$ cat src/rtl/mult_unit.sv
// mult_unit: sequential 32x32->64 shift-add multiplier with architectural HI/LO.
// Handles mult/multu (33-cycle latency), mthi/mtlo writes, and supplies hi/lo.
module mult_unit (
    input  logic        clk,
    input  logic        reset,
    input  logic        start,
    input  logic        is_signed,
    input  logic [31:0] a,
    input  logic [31:0] b,
    input  logic        wr_hi,
    input  logic        wr_lo,
    input  logic [31:0] wdata,
    output logic        busy,
    output logic        done,
    output logic [31:0] hi,
    output logic [31:0] lo
);

    typedef enum logic [1:0] {
        S_IDLE = 2'd0,
        S_RUN  = 2'd1,
        S_FIX  = 2'd2
    } state_t;

    state_t      r_state;
    state_t      w_state_next;

    logic [63:0] r_acc;
    logic [31:0] r_mcand;
    logic [31:0] r_mplier;
    logic [4:0]  r_cnt;
    logic        r_neg;
    logic        r_done;
    logic [31:0] r_hi;
    logic [31:0] r_lo;

    logic [31:0] w_mcand_in;
    logic [31:0] w_mplier_in;
    logic [32:0] w_sum;
    logic [63:0] w_acc_shift;
    logic [63:0] w_prod;

    assign busy = (r_state != S_IDLE);
    assign done = r_done;
    assign hi   = r_hi;
    assign lo   = r_lo;

    // State register
    always_ff @(posedge clk) begin
        if (reset) begin
            r_state <= S_IDLE;
        end else begin
            r_state <= w_state_next;
        end
    end

    // Next-state logic
    always_comb begin
        w_state_next = r_state;
        case (r_state)
            S_IDLE: if (start) w_state_next = S_RUN;
            S_RUN:  if (r_cnt == 5'd31) w_state_next = S_FIX;
            S_FIX:  w_state_next = S_IDLE;
            default: w_state_next = S_IDLE;
        endcase
    end

    // Operand magnitudes, one shift-add iteration, and sign-corrected product
    always_comb begin
        w_mcand_in  = (is_signed && a[31]) ? (~a + 32'd1) : a;
        w_mplier_in = (is_signed && b[31]) ? (~b + 32'd1) : b;
        w_sum       = {1'b0, r_acc[63:32]} + (r_mplier[0] ? {1'b0, r_mcand} : 33'd0);
        // The carry out of the upper-half add becomes bit 63 after the shift
        w_acc_shift = {w_sum, r_acc[31:1]};
        w_prod      = r_neg ? (~r_acc + 64'd1) : r_acc;
    end

    // Working registers, HI/LO architectural registers and done pulse
    always_ff @(posedge clk) begin
        if (reset) begin
            r_acc    <= '0;
            r_mcand  <= '0;
            r_mplier <= '0;
            r_cnt    <= '0;
            r_neg    <= 1'b0;
            r_done   <= 1'b0;
            r_hi     <= '0;
            r_lo     <= '0;
        end else begin
            r_done <= 1'b0;
            case (r_state)
                S_IDLE: begin
                    if (start) begin
                        r_neg    <= is_signed & (a[31] ^ b[31]);
                        r_mcand  <= w_mcand_in;
                        r_mplier <= w_mplier_in;
                        r_acc    <= '0;
                        r_cnt    <= '0;
                    end else begin
                        if (wr_hi) r_hi <= wdata;
                        if (wr_lo) r_lo <= wdata;
                    end
                end
                S_RUN: begin
                    r_acc    <= w_acc_shift;
                    r_mplier <= {1'b0, r_mplier[31:1]};
                    r_cnt    <= r_cnt + 5'd1;
                end
                S_FIX: begin
                    r_hi   <= w_prod[63:32];
                    r_lo   <= w_prod[31:0];
                    r_done <= 1'b1;
                end
                default: ;
            endcase
        end
    end

endmodule

$ cat config.mk
export PLATFORM = sky130hd
export DESIGN_NAME = mult_unit
export DESIGN_NICKNAME = d
export VERILOG_FILES = /design/src/rtl/mult_unit.sv
export SDC_FILE = /design/constraint.sdc
export NUM_CORES = 1
export LEC_CHECK = 0
export ABC_AREA = 1
export CAP_MARGIN = 20
export CORE_AREA = 2 2 197 199
export DETAILED_ROUTE_END_ITERATION = 8
export DIE_AREA = 0 0 199 201
export PLACE_DENSITY_LB_ADDON = 0.08
export SLEW_MARGIN = 0
export SYNTH_ARGS = -nofsm -noshare
export SYNTH_HDL_FRONTEND = slang
export SYNTH_SLANG_ARGS = --single-unit
$ cat constraint.sdc
create_clock -name clk -period 6.9 [get_ports clk]
set_input_delay 1.38 -clock clk [delete_from_list [all_inputs] [get_ports clk]]
set_output_delay 1.38 -clock clk [all_outputs]
set_load 0.05 [all_outputs]
After elaboration in Yosys (flattened, before gate mapping)
Index checks and enable logic that the tools add are counted.
{"block": "word_totals", "regBits": 201, "latch_bits": 0, "ramBits": 0, "romBits": 0, "inputBits": 102, "n_memories": 0}
{"block": "classes", "add_sub_neg": 5, "mul": 0, "n_div": 0, "n_lt_le_gt_ge": 0, "eq_ne": 8, "shifts": 0, "n_mux": 20, "n_bitwise": 5, "n_reduce_logical": 11}
{"operator": "32-bit 2-to-1 mux", "n": 8}
{"operator": "32-bit one-hot mux with 2 select lines", "n": 3}
{"operator": "64-bit 2-to-1 mux", "n": 2}
{"operator": "64-bit one-hot mux with 2 select lines", "n": 1}
{"operator": "32-bit by 1-bit adder with 32-bit output (second input constant)", "n": 2}
{"operator": "64-bit by 1-bit adder with 64-bit output (second input constant)", "n": 1}
{"operator": "32-bit inverter", "n": 2}
{"operator": "64-bit inverter", "n": 1}
{"operator": "32-bit by 32-bit adder with 33-bit output", "n": 1}
{"operator": "2-bit inequality test (second input constant)", "n": 5}
{"operator": "5-bit one-hot mux with 2 select lines", "n": 1}
{"operator": "2-bit AND reduction", "n": 3}
{"operator": "3-bit AND reduction", "n": 2}
{"operator": "2-bit nonzero test", "n": 3}
{"operator": "5-bit by 1-bit adder with 5-bit output (second input constant)", "n": 1}
{"operator": "5-bit equality test (second input constant)", "n": 1}
{"operator": "5-bit 2-to-1 mux", "n": 1}
{"operator": "2-bit 2-to-1 mux", "n": 2}
{"operator": "2-bit one-hot mux with 2 select lines", "n": 1}
{"operator": "2-bit by 1-bit equality test with 1-bit output (second input constant)", "n": 1}
{"operator": "2-bit equality test (second input constant)", "n": 1}
{"operator": "1-bit logical AND", "n": 2}
{"operator": "2-bit logical NOT", "n": 1}
{"operator": "1-bit AND", "n": 1}
{"operator": "2 further kinds", "n": 2}

Logic depth before layout (Yosys ltp)
{"block": "logic_depth", "depth_word": 5, "depth_mapped": 18, "depth_no_buf": 16}

Least setup slack after synthesis
OpenSTA, ideal clock, no wires.
{"block": "synth_path", "path_type": "input to register", "start": "input port a[0]", "end": "register r_mcand[16]", "setup_ps": 113, "arrival_time_ps": 2565, "required_ps": 6787, "setup_slack_ps": 4222, "path_stages": 11, "path_cell_list": "inv_1 ha_1 nand3_1 nor2_2 nand2_2 o21ai_2 o21ai_1 nand2_1 nand2_1 o21ai_1 inv_1"}
{"block": "synth_via", "elab_chain_len": 3}
{"element": "from (decl)", "line_no": "8", "source": "input logic [31:0] a,"}
{"element": "32-bit inverter", "line_no": "70", "source": "w_mcand_in = (is_signed && a[31]) ? (~a + 32'd1) : a;"}
{"element": "32-bit by 1-bit adder with 32-bit output", "line_no": "70"}
{"element": "32-bit 2-to-1 mux", "line_no": "70"}
{"element": "to (signal assigned)", "line_no": "95", "source": "r_mcand <= w_mcand_in;"}
{"element": "to (decl)", "line_no": "29", "source": "logic [31:0] r_mcand;"}
No other way between the ends.
A chain may end at the register's enable or synchronous reset.

Worst setup path after layout
{"block": "layout_path", "start": "input port b[31]", "end": "register r_mplier[13]"}
{"block": "layout_via", "elab_chain_len": 4}
{"element": "from (decl)", "line_no": "9", "source": "input logic [31:0] b,"}
{"element": "1-bit logical AND", "line_no": "71", "source": "w_mplier_in = (is_signed && b[31]) ? (~b + 32'd1) : b;"}
{"element": "32-bit 2-to-1 mux", "line_no": "71"}
{"element": "32-bit 2-to-1 mux", "line_no": "93", "source": "if (start) begin"}
{"element": "32-bit one-hot mux with 2 select lines", "line_no": "91", "source": "case (r_state)"}
{"element": "to (signal assigned)", "line_no": "96", "source": "r_mplier <= w_mplier_in;"}
{"element": "to (signal assigned)", "line_no": "106", "source": "r_mplier <= {1'b0, r_mplier[31:1]};"}
{"element": "to (decl)", "line_no": "30", "source": "logic [31:0] r_mplier;"}
No other way between the ends. The select of a mux whose other input is x is not followed.

==> impl_summary.md <==
Run status
The flow ran to the end, and the final reports show no timing, DRC or antenna violations.

Worst setup path
By startpoint and endpoint, the worst setup path is classified as in2reg. The endpoint kind of the worst setup timing path is a flip-flop. The required time of the critical path is 7.37 ns. The cell with the largest stage delay on the worst path is sky130_fd_sc_hd__inv_1. Grouping stages by cell kind, the critical path spends the most delay in buffers and inverters. The maximum single-stage delay on the critical path is 0.84 ns. For the worst setup path, the data arrival time is 3.92 ns. The top fanout value on the critical path is 33. Among the stages of the critical path, the cell type that occurs most often is sky130_fd_sc_hd__nand2_1. Walking the worst path, the cells encountered are clkdlybuf4s50_1 > nand2_1 > inv_1 > nand2_1 > o21ai_0 > nor2_1 > nand2_1 > xor2_1 > nand2_1 > a21oi_1. The startpoint type of the worst setup path is a primary input. The critical path buffer and inverter count is 2.

Logic synthesis
For this run, the number of Yosys warnings is 0. The number of different library cells used by synthesis comes to 46. Synthesis produced a netlist with a net count of 2,648.

The most frequently used flop master after synthesis is sky130_fd_sc_hd__dfxtp_1. The sequential cell area fraction in the yosys report is 0.277. The synthesized instance count is 2,508. After synthesis, the share of flip-flops with an asynchronous set or reset is 0. In this run the cell area of the synthesized design comes to 14,500 um^2. The synthesized area per cell is 5.80 um^2. The synthesized design contains 201 register bits.

The count of flip-flops with a built-in enable after synthesis is 0.

STA
The number of endpoints with negative hold slack in the final report is 0. The worst max-slew margin expressed relative to the limit is 0.294. The worst path meets setup with 3.45 ns of slack.

Timing would allow up to 290 MHz. For the pin with the worst max-slew slack, the measured transition is 1.06 ns. Setup violations remaining at the end of the flow were counted as 0. In the finished design, the share of the clock period the worst path needs comes to 0.500. The max-slew violation count is 0. The minimum period implied by the final worst setup slack is 3.45 ns. Setup repair after global routing left no endpoint under its margin.

The total negative slack is 0 ns. The worst clock skew is 0.0151 ns.

Floorplan
The placeable core area is 38,100 um^2. In this run the core area contains 72 standard-cell rows. The initial utilization of the core area, before any placement, comes to 0.382. The die is 201 um tall.

The number of ports placed on the die boundary is 168. The die span in x is 199 um. The die covers 40,000 um^2.

CTS
The clock reaches the later pin of the worst-skew pair after 0.55 ns. Counting every sink on the clock net gives 201. Post-CTS repair changed the size of 0 cells. The cell sitting at the root of the clock tree is a sky130_fd_sc_hd__clkbuf_16.

Counting along the longest clock path gives a buffer depth of 3. The TritonCTS clock tree is yes. CTS built an H-tree with a depth of 1. The count of hold-fix buffers inserted at cts is 0. The number of clock buffers added by TritonCTS is 24.

The register clock-pin slew on the reported worst setup and hold paths is 0.06 ns. After clock tree synthesis, the setup repair step added 0 buffers.

Routing
The total DRC errors in the routed layout is 0. The first detailed-routing pass took 5 iterations. Once detail routing completed, the nets flagged for antenna violations numbered 0. In the final routed layout, each cell accounts on average for 16.2 um.

Using the TritonRoute via totals, the vias-per-cell ratio works out to 5.02. After detailed routing, the total wire length is 51.2 mm. Across all layers, the routed design uses 15,818 vias. The first routing iteration left 1,034 violations.

Finish
The number of standard cells in the final layout excluding fillers is 3,152. Compared with the post-synthesis result, the final layout area differs by 19.2%. The ratio of cells with drive above 1 in the final layout is 0.0467. The final net count is 2,756.

The number of antenna cells inserted is 0.

Pwr
The power share of the clock group is 0.426. In this run the static leakage power is 8.39 nW. The power per cell area is 180 nW/um^2.

The switching power of the nets is 0.000930 W. The internal power consumption is 0.00218 W. The share of total power in combinational logic is 0.172. The worst voltage drop across the vdd grid is 160 uV.

Of the total power, the share spent switching nets is 0.299. The fraction of power consumed by sequential logic is 0.402.

Placed design
The worst slack at placement is 2.96 ns. Once detailed placement completed, the half-perimeter wirelength came to 39.8 mm. After detailed placement, the design holds a cell count of 3,108. In this run the tool buffered the top-level ports with 167 buffer cells. The global placer's final weighted congestion is 0.929.

GRT
Entering global routing, the biggest net connects 88 pins. The number of antenna violations at the first check in global routing is 0. For this run, the total global-route usage over all layers was measured as 0.249.

The number of global-route vias before repair was 14,440. The first global-routing pass estimated 79.0 mm of wire. The global route total overflow is 0.

Min path
In this run the worst hold path is classified as reg2reg.

Job
Across the run, the number of max-cap violations was 0.
[worst reg2reg max path, cell delays in order (launching register included)]
cell and delay [ns]:
sky130_fd_sc_hd__dfxtp_1 1.02, sky130_fd_sc_hd__nand2_1 0.16, sky130_fd_sc_hd__inv_1 0.12, sky130_fd_sc_hd__ha_1 0.17, sky130_fd_sc_hd__inv_1 0.06, sky130_fd_sc_hd__fa_1 0.35
sky130_fd_sc_hd__inv_1 0.11, sky130_fd_sc_hd__nand3_1 0.08, sky130_fd_sc_hd__nand3_1 0.14, sky130_fd_sc_hd__nand2_1 0.07, sky130_fd_sc_hd__nand2_1 0.14, sky130_fd_sc_hd__nand3_1 0.09
sky130_fd_sc_hd__nand2_1 0.10, sky130_fd_sc_hd__or2_2 0.11, sky130_fd_sc_hd__nand2_1 0.05, sky130_fd_sc_hd__a21oi_1 0.14
[cell families (layout without fill, tap and decap cells)]
kind of cell | count (synthesis) | in the layout | share of synthesized area
xor gates and xnor gates | 19 | 19 | 0.0114
buffers and inverters | 431 | 557 | 0.116
AOI/OAI and AO/OA | 388 | 388 | 0.148
adders and majority gates | 38 | 38 | 0.0332
and+or+nand+nor | 1431 | 1431 | 0.414
DFF | 201 | 201 | 0.277
[cell usage after synthesis, types with 2 or more instances]
master / number / area share
sky130_fd_sc_hd__nand2_1: 867 / 0.22
sky130_fd_sc_hd__inv_1: 321 / 0.083
sky130_fd_sc_hd__nor2_1: 227 / 0.059
sky130_fd_sc_hd__nand3_1: 217 / 0.075
sky130_fd_sc_hd__dfxtp_1: 201 / 0.28
sky130_fd_sc_hd__a21oi_1: 156 / 0.054
sky130_fd_sc_hd__o21ai_0: 112 / 0.039
sky130_fd_sc_hd__buf_2: 45 / 0.015
sky130_fd_sc_hd__nand4_1: 45 / 0.019
sky130_fd_sc_hd__o21ai_1: 41 / 0.014
sky130_fd_sc_hd__clkbuf_1: 38 / 0.0098
sky130_fd_sc_hd__ha_1: 37 / 0.032
sky130_fd_sc_hd__a31oi_1: 25 / 0.011
sky130_fd_sc_hd__a22oi_1: 19 / 0.0098
sky130_fd_sc_hd__xor2_1: 19 / 0.011
sky130_fd_sc_hd__inv_2: 14 / 0.0036
sky130_fd_sc_hd__nor3_1: 14 / 0.0048
sky130_fd_sc_hd__or2_2: 13 / 0.0056
sky130_fd_sc_hd__buf_1: 10 / 0.0026
sky130_fd_sc_hd__nor2_2: 9 / 0.0039
sky130_fd_sc_hd__nand2_2: 8 / 0.0034
sky130_fd_sc_hd__nor2_4: 8 / 0.0062
sky130_fd_sc_hd__o21ai_2: 8 / 0.0048
sky130_fd_sc_hd__nand3b_1: 7 / 0.0036
sky130_fd_sc_hd__o211ai_1: 6 / 0.0031
sky130_fd_sc_hd__o21bai_1: 5 / 0.0026
sky130_fd_sc_hd__o221ai_1: 5 / 0.0030
sky130_fd_sc_hd__nand3_2: 4 / 0.0028
sky130_fd_sc_hd__a21o_1: 3 / 0.0015
sky130_fd_sc_hd__o31ai_1: 3 / 0.0015
sky130_fd_sc_hd__a221oi_1: 2 / 0.0012
sky130_fd_sc_hd__and2_1: 2 / 0.00086
sky130_fd_sc_hd__buf_4: 2 / 0.0010
sky130_fd_sc_hd__nor3b_1: 2 / 0.0010
sky130_fd_sc_hd__o21ai_4: 2 / 0.0022
[path summary, 6_finish.rpt]
path | start | end | slack, ns | cells past startpoint
hold reg to reg | r_cnt[3] | r_cnt[3] | 0.47 | 2
hold / removal | r_cnt[3] | r_cnt[3] | 0.47 | 2
setup / recovery | b[31] | r_mplier[13] | 3.45 | 10
setup reg to reg | r_mplier[0] | r_acc[47] | 3.89 | 15
[layout make-up]
| type | instances | area, um^2 |
|---|---|---|
| clock buffer | 35 | 702 |
| clock inverter | 9 | 116 |
| fill | 4198 | 20800 |
| inverter | 336 | 1260 |
| multi-input combinational | 1876 | 8840 |
| sequential | 201 | 4030 |
| tap | 518 | 648 |
| timing repair buffer | 177 | 1740 |
[through the flow]
stage	hold WS [ns]	power (W)	area (um^2)	util
after floorplan	0.440	0.00161	14500	-
after global placement	0.455	0.00181	16500	0.433
after detailed placement	0.467	0.00181	16500	0.433
after CTS	0.475	0.00314	17300	0.455
after global routing	0.484	0.00324	17300	0.455
final	0.474	0.00311	17300	0.455
[layout by cell type (no fill, tap or decap), types with 14 or more instances in the layout]
master,count
sky130_fd_sc_hd__nand3_1,217
sky130_fd_sc_hd__xor2_1,19
sky130_fd_sc_hd__o21ai_0,112
sky130_fd_sc_hd__inv_1,321
sky130_fd_sc_hd__clkdlybuf4s50_1,166
sky130_fd_sc_hd__nor2_1,227
sky130_fd_sc_hd__a22oi_1,19
sky130_fd_sc_hd__inv_2,14
sky130_fd_sc_hd__a31oi_1,25
sky130_fd_sc_hd__o21ai_1,41
sky130_fd_sc_hd__nor3_1,14
sky130_fd_sc_hd__a21oi_1,156
sky130_fd_sc_hd__nand2_1,867
sky130_fd_sc_hd__nand4_1,45
sky130_fd_sc_hd__ha_1,37
sky130_fd_sc_hd__clkbuf_16,24
sky130_fd_sc_hd__dfxtp_1,200
[flip-flops by register name, summed over array words and instances (netlist names)]
| name | flops |
|---|---|
| lo | 32 |
| r_state | 2 |
| done | 1 |
| r_mplier | 32 |
| r_cnt | 5 |
| r_mcand | 32 |
| hi | 32 |
| r_neg | 1 |
| r_acc | 64 |
[layer usage]
| layer | vias to the layer above | track usage | share of wire |
|---|---|---|---|
| li1 | 8261 | - | - |
| met4 | 0 | 0.0677 | 0.024 |
| met1 | 7127 | 0.339 | 0.47 |
| met3 | 58 | 0.0230 | 0.042 |
| met5 | - | 0 | 0 |
| met2 | 372 | 0.420 | 0.47 |
[power by group through the flow]
stage	registers, W	logic, W	clock network [W]
floorplan	0.00132	0.000291	0
CTS	0.00125	0.000538	0.00135
global route	0.00126	0.000592	0.00139
detailed placement	0.00128	0.000536	0
global placement	0.00128	0.000534	0
finish	0.00125	0.000535	0.00133
Power figures use the tool's default switching activity.
